<file path="src/rtl/sobel_edge_param.sv">
// rtl/sobel_edge_param.sv - streamed 3x3 Sobel edge detector with binary or magnitude output
module sobel_edge_param #(
    parameter int DATA_W = 8,
    parameter int OUT_W  = 16,
    parameter int IMG_W  = 100,
    parameter int IMG_H  = 100
) (
    input  logic              sys_clk,
    input  logic              sys_rst_n,
    input  logic              pi_flag,
    input  logic [DATA_W-1:0] pi_data,
    input  logic              pi_sof,
    input  logic [DATA_W-1:0] cfg_vth,
    input  logic              cfg_mode,
    output logic              po_flag,
    output logic [OUT_W-1:0]  po_data,
    output logic              po_sof,
    output logic              po_eof
);
    localparam int CW = $clog2(IMG_W);
    localparam int RW = $clog2(IMG_H);
    localparam int GW = DATA_W + 3;
    localparam logic [CW-1:0] COL_LAST = CW'(IMG_W - 1);
    localparam logic [RW-1:0] ROW_LAST = RW'(IMG_H - 1);
    localparam logic [CW-1:0] COL_TWO  = CW'(2);
    localparam logic [RW-1:0] ROW_TWO  = RW'(2);
    localparam logic [GW-1:0] MAG_MAX  = GW'((1 << DATA_W) - 1);

    logic [CW-1:0] col_cnt, cur_col, s0_col;
    logic [RW-1:0] row_cnt, cur_row, s0_row;
    logic              s0_valid;
    logic [DATA_W-1:0] s0_data;
    logic [DATA_W-1:0] vth_q;
    logic              mode_q;

    // pi_sof overrides the running position for the pixel it accompanies
    always_comb begin
        cur_col = pi_sof ? '0 : col_cnt;
        cur_row = pi_sof ? '0 : row_cnt;
    end

    always_ff @(posedge sys_clk or negedge sys_rst_n) begin
        if (!sys_rst_n) begin
            col_cnt  <= '0;
            row_cnt  <= '0;
            s0_valid <= 1'b0;
            s0_data  <= '0;
            s0_col   <= '0;
            s0_row   <= '0;
            vth_q    <= '0;
            mode_q   <= 1'b0;
        end else begin
            s0_valid <= pi_flag;
            if (pi_flag) begin
                s0_data <= pi_data;
                s0_col  <= cur_col;
                s0_row  <= cur_row;
                if (cur_col == '0 && cur_row == '0) begin
                    vth_q  <= cfg_vth;
                    mode_q <= cfg_mode;
                end
                if (cur_col == COL_LAST) begin
                    col_cnt <= '0;
                    row_cnt <= (cur_row == ROW_LAST) ? '0 : cur_row + RW'(1);
                end else begin
                    col_cnt <= cur_col + CW'(1);
                    row_cnt <= cur_row;
                end
            end
        end
    end

    logic [DATA_W-1:0] lb0 [IMG_W];
    logic [DATA_W-1:0] lb1 [IMG_W];
    logic [DATA_W-1:0] lb0_rd, lb1_rd;

    assign lb0_rd = lb0[s0_col];
    assign lb1_rd = lb1[s0_col];

    always_ff @(posedge sys_clk) begin
        if (s0_valid) begin
            lb1[s0_col] <= lb0_rd;
            lb0[s0_col] <= s0_data;
        end
    end

    // index 0 is the oldest column of the window, index 2 the newest
    logic [2:0][DATA_W-1:0] wa, wb, wc;
    logic              s1_valid, s1_sof, s1_eof, s1_mode;
    logic [DATA_W-1:0] s1_vth;

    always_ff @(posedge sys_clk or negedge sys_rst_n) begin
        if (!sys_rst_n) begin
            wa       <= '0;
            wb       <= '0;
            wc       <= '0;
            s1_valid <= 1'b0;
            s1_sof   <= 1'b0;
            s1_eof   <= 1'b0;
            s1_vth   <= '0;
            s1_mode  <= 1'b0;
        end else begin
            s1_valid <= s0_valid && (s0_row >= ROW_TWO) && (s0_col >= COL_TWO);
            s1_sof   <= (s0_row == ROW_TWO) && (s0_col == COL_TWO);
            s1_eof   <= (s0_row == ROW_LAST) && (s0_col == COL_LAST);
            s1_vth   <= vth_q;
            s1_mode  <= mode_q;
            if (s0_valid) begin
                wa <= {lb1_rd, wa[2], wa[1]};
                wb <= {lb0_rd, wb[2], wb[1]};
                wc <= {s0_data, wc[2], wc[1]};
            end
        end
    end

    function automatic logic signed [GW-1:0] ext(input logic [DATA_W-1:0] x);
        return $signed({3'b000, x});
    endfunction

    logic signed [GW-1:0] gx_c, gy_c, gx, gy;
    logic              s2_valid, s2_sof, s2_eof, s2_mode;
    logic [DATA_W-1:0] s2_vth;

    always_comb begin
        gx_c = (ext(wa[2]) - ext(wa[0])) + ((ext(wb[2]) - ext(wb[0])) <<< 1)
             + (ext(wc[2]) - ext(wc[0]));
        gy_c = (ext(wa[0]) - ext(wc[0])) + ((ext(wa[1]) - ext(wc[1])) <<< 1)
             + (ext(wa[2]) - ext(wc[2]));
    end

    always_ff @(posedge sys_clk or negedge sys_rst_n) begin
        if (!sys_rst_n) begin
            gx       <= '0;
            gy       <= '0;
            s2_valid <= 1'b0;
            s2_sof   <= 1'b0;
            s2_eof   <= 1'b0;
            s2_vth   <= '0;
            s2_mode  <= 1'b0;
        end else begin
            gx       <= gx_c;
            gy       <= gy_c;
            s2_valid <= s1_valid;
            s2_sof   <= s1_sof;
            s2_eof   <= s1_eof;
            s2_vth   <= s1_vth;
            s2_mode  <= s1_mode;
        end
    end

    logic [GW-1:0]     abs_x, abs_y, mag_sum;
    logic [DATA_W-1:0] mag_c, mag;
    logic              s3_valid, s3_sof, s3_eof, s3_mode;
    logic [DATA_W-1:0] s3_vth;

    // sum cannot overflow GW bits: at most 8 * (2^DATA_W - 1)
    always_comb begin
        abs_x   = gx[GW-1] ? $unsigned(-gx) : $unsigned(gx);
        abs_y   = gy[GW-1] ? $unsigned(-gy) : $unsigned(gy);
        mag_sum = abs_x + abs_y;
        mag_c   = (mag_sum > MAG_MAX) ? '1 : mag_sum[DATA_W-1:0];
    end

    always_ff @(posedge sys_clk or negedge sys_rst_n) begin
        if (!sys_rst_n) begin
            mag      <= '0;
            s3_valid <= 1'b0;
            s3_sof   <= 1'b0;
            s3_eof   <= 1'b0;
            s3_vth   <= '0;
            s3_mode  <= 1'b0;
        end else begin
            mag      <= mag_c;
            s3_valid <= s2_valid;
            s3_sof   <= s2_sof;
            s3_eof   <= s2_eof;
            s3_vth   <= s2_vth;
            s3_mode  <= s2_mode;
        end
    end

    always_ff @(posedge sys_clk or negedge sys_rst_n) begin
        if (!sys_rst_n) begin
            po_flag <= 1'b0;
            po_data <= '0;
            po_sof  <= 1'b0;
            po_eof  <= 1'b0;
        end else begin
            po_flag <= s3_valid;
            po_sof  <= s3_valid && s3_sof;
            po_eof  <= s3_valid && s3_eof;
            if (s3_valid) begin
                if (s3_mode)
                    po_data <= OUT_W'(mag);
                else
                    po_data <= (mag > s3_vth) ? '0 : '1;
            end
        end
    end

endmodule

</file>
<file path="config.mk">
export PLATFORM = sky130hd
export DESIGN_NAME = sobel_edge_param
export DESIGN_NICKNAME = d
export VERILOG_FILES = /design/src/rtl/sobel_edge_param.sv
export SDC_FILE = /design/constraint.sdc
export NUM_CORES = 2
export LEC_CHECK = 0
export BUFFER_PORTS_ARGS = -buffer_cell sky130_fd_sc_hd__buf_2
export CELL_PAD_IN_SITES_DETAIL_PLACEMENT = 1
export CELL_PAD_IN_SITES_GLOBAL_PLACEMENT = 2
export CORE_UTILIZATION = 48
export CTS_BUF_LIST = sky130_fd_sc_hd__clkbuf_16
export DETAILED_ROUTE_END_ITERATION = 10
export PLACE_DENSITY_LB_ADDON = 0.1
export SETUP_SLACK_MARGIN = 0.15
export SYNTH_ARGS = -nofsm -noshare
export SYNTH_HDL_FRONTEND = slang
export SYNTH_SLANG_ARGS = --single-unit
</file>
<file path="constraint.sdc">
create_clock -name sys_clk -period 5.67 [get_ports sys_clk]
set_clock_uncertainty 0.1 [all_clocks]
set_input_delay 0.2835 -clock sys_clk [delete_from_list [all_inputs] [get_ports sys_clk]]
set_output_delay 0.2835 -clock sys_clk [all_outputs]
set_load 0.02 [all_outputs]
</file>
==> impl_metrics.yaml <==
die:
  num_rows: 142
  dieWidth_um: 393
  die_h_um: 393
  initial_core_util: 0.486
  core_um2: 151000
  io_pins: 40
  die_area_um2: 154000
yosys:
  synthArstFlopShare: 0.109
  yosysSeqAreaShare: 0.723
  synth_edf_count: 1600
  syn_area_per_cell_um2: 16.1
  synth.area.mux_share: 0.0816
  synthesis.instances: 4556
  synth_warnings: 0
  synth_compound_area_frac: 0.0963
  synthDistinctLibCells: 81
  synthFlopType: "edfxtp_1"
  ys_ff_latch: 1796
  synth_top_family_by_area: "compound AO/OA/AOI/OAI gates"
  synth-adder-area-share: 0.0231
  synth_xor_area_frac: 0.00801
  synthSimpleGateAreaFrac: 0.0409
  synthesis.area_um2: 73300
  synth_nets: 4696
worst_setup_path:
  cp-end-kind: "flop"
  critical_path_class: "flop to flop"
  startpoint: "s0_col[2]$_DFFE_PN0P_"
  crit_required_ns: 6.10
  rrSetupSlack_ns: 0.32
  rr_startpoint: "s0_col[2]$_DFFE_PN0P_"
  r2r_cells: 10
  critPathMaxFanout: 36
  cp.arrival_ns: 5.78
  r2r-end: "lb1[57][2]$_DFFE_PP_"
  cp-start-kind: "flop"
route:
  drt.antenna.violating_nets: 0
  drtIter0Drc: 5616
  via_per_inst: 6.49
  wl_per_cell_um: 35.7
  firstDrtPassIters: 8
  drt_wl_total_um: 249000
  drc_errors: 0
  vias: 45300
global_route:
  antenna_found_initial: 11
  grt_pass1_wl_um: 351000
  grt.total_usage: 0.326
  grt_pass1_vias: 45600
  grt_overflow: 0
  grt_max_degree: 129
sta:
  max_slew_margin: 0.0377
  finalSetupViolations: 0
  clock.fmax_mhz: 187
  rsz0062_at_grt: "no"
  worstMarginPinSlew_ns: 1.43
  fin_setup_tns_ns: 0
  post-route-period-util: 0.944
  period_needed_ns: 5.35
  maxSlewViolCount: 0
  hold_violations: 0
cts:
  clock-sinks: 1796
  cts_made_buffers: 187
  cts_buffer_depth: 3
  tritoncts: "done"
  htreeDepth: 4
  post_cts_resized: 0
  post_cts_buffers: 0
  clock_latency_ns: 0.85
  holdBufCountCts: 22
  clkTransAtPathRegs_ns: 0.06
  cts-root-buf: "clkbuf_16"
power_and_ir_drop:
  power_leakage_nw: 28.0
  peakVddDrop_uv: 317
  power_density_nw_per_um2: 450
finish:
  final_cell_mix: "edfxtp_1 (1,600), buf_4 (252), mux2i_1 (242), nor2_1 (208), o21ai_0 (204)"
  syn_to_final_growth_pct: 13.8
  drive_above_1_share: 0.182
  final_net_count: 4937
  fillers: 13900
  finalNonFillerCells: 6977
  final_common_cell: "edfxtp_1"
  utilization: 0.554
min_path:
  min_path_type: "input pin to flop"
  min_delay_path_depth: 3
  min_from: "pi_data[7]"
  holdPathEnd: "s0_data[7]$_DFFE_PN0P_"
job:
  maxCapViolCount: 0
place:
  portBuffers: 39
  place_hpwl_um: 155000
  place_congestion: 0.890
  place_inst: 6602
run_status:
  status: "finished clean"
cell usage after synthesis (11+ instances only):
| library cell | n | area, µm² |
|---|---|---|
| mux2_2 | 178 | 2000 |
| mux4_2 | 67 | 1510 |
| o221ai_1 | 30 | 263 |
| mux2i_1 | 242 | 2420 |
| a21o_1 | 25 | 188 |
| nand2b_1 | 41 | 257 |
| xnor2_1 | 45 | 394 |
| nand3_1 | 55 | 275 |
| a221oi_1 | 173 | 1520 |
| a22oi_1 | 110 | 826 |
| o21bai_1 | 14 | 105 |
| and3_1 | 11 | 68.8 |
| o211ai_1 | 11 | 82.6 |
| buf_1 | 35 | 131 |
| a21oi_1 | 148 | 741 |
| o21ai_0 | 204 | 1020 |
| buf_2 | 94 | 470 |
| a22o_1 | 31 | 272 |
| nor3_1 | 32 | 160 |
| o2bb2ai_1 | 20 | 175 |
| a211oi_1 | 34 | 255 |
| ha_1 | 92 | 1150 |
| fa_1 | 27 | 541 |
| xor2_1 | 22 | 193 |
| nand2_1 | 190 | 713 |
| o22ai_1 | 92 | 576 |
| dfrtp_1 | 196 | 4900 |
| inv_1 | 133 | 499 |
| edfxtp_1 | 1600 | 48000 |
| nor2_1 | 227 | 852 |
| buf_4 | 49 | 368 |
| buf_6 | 17 | 191 |
| clkbuf_1 | 90 | 338 |
| a31oi_1 | 17 | 106 |
| nor2b_1 | 21 | 131 |
| nand4_1 | 13 | 81.3 |
cell families after synthesis:
logic type / after synthesis
DFF: 1796
AOI/OAI and AO/OA: 1013
buffers and inverters: 419
and+or+nand+nor: 651
muxes: 491
xor gates and xnor gates: 67
adders and majority gates: 119
sequential cells by signal, indices dropped and copies added, names as in the netlist, 7 cells and up:
| register | flops |
|---|---|
| s0_row | 7 |
| s1_vth | 8 |
| wb | 24 |
| mag | 8 |
| po_data | 9 |
| s3_vth | 8 |
| gy | 11 |
| wc | 24 |
| col_cnt | 7 |
| lb0 | 800 |
| row_cnt | 7 |
| lb1 | 800 |
| gx | 11 |
| vth_q | 8 |
| s0_col | 7 |
| wa | 24 |
| s0_data | 8 |
| s2_vth | 8 |
power by group:
group | leakage (nW) | switching (mW) | internal, mW
combinational | 8.15 | 5.99 | 3.55
clock | 3.11 | 5.35 | 6.67
sequential | 16.8 | 0.458 | 15.5
critical path: stages (launching register included):
cell       delay, ns
dfrtp_4         0.70
buf_12          0.25
buf_12          0.31
buf_12          0.28
mux2i_1         0.23
o2bb2ai_1       0.10
a211oi_1        0.28
a2111oi_0       0.21
nor4_1          1.03
o2111ai_4       0.96
buf_12          0.47
area by class of cell:
class | count | area (µm²) | area share
diodes | 3 | 7.51 | 0.0000900
clock buffers | 190 | 4750 | 0.0570
clock inverters | 160 | 1270 | 0.0152
inverters | 134 | 510 | 0.00612
multi-input cells | 2341 | 18500 | 0.222
flip-flops and latches | 1796 | 53000 | 0.635
well taps | 2016 | 2520 | 0.0302
repair buffers | 337 | 2820 | 0.0338
worst max path at each step:
stage | cells after the start | to | slack (ns)
after global routing | 10 | wb[23]$_DFFE_PN0P_ | 0.31
final | 10 | lb1[57][2]$_DFFE_PP_ | 0.32
after CTS | 10 | lb1[99][2]$_DFFE_PP_ | 0.44
after detailed placement | 10 | lb1[99][2]$_DFFE_PP_ | 0.48
after floorplan | 8 | lb1[0][2]$_DFFE_PP_ | 0.43
after global placement | 10 | lb1[98][2]$_DFFE_PP_ | 0.49
stage by stage:
stage / hold slack, ns / power (mW) / setup WS [ns] / cell area (µm²)
finish: 0.125 / 37.5 / 0.319 / 83400
global route: 0.122 / 39.1 / 0.312 / 83400
detailed placement: 0.196 / 25.7 / 0.485 / 77100
CTS: 0.0833 / 37.7 / 0.437 / 83400
floorplan: -0.112 / 22.4 / 0.428 / 73300
global placement: 0.188 / 25.6 / 0.489 / 77100
per-layer routing:
| layer | global-route usage | wire length, µm | up-vias |
|---|---|---|---|
| li1 | - | - | 18400 |
| met1 | 0.462 | 102000 | 24000 |
| met2 | 0.501 | 114000 | 2413 |
| met3 | 0.0660 | 24100 | 451 |
| met4 | 0.118 | 9430 | 2 |
| met5 | 0 | 48 | - |
Power figures use the tool's default switching activity.
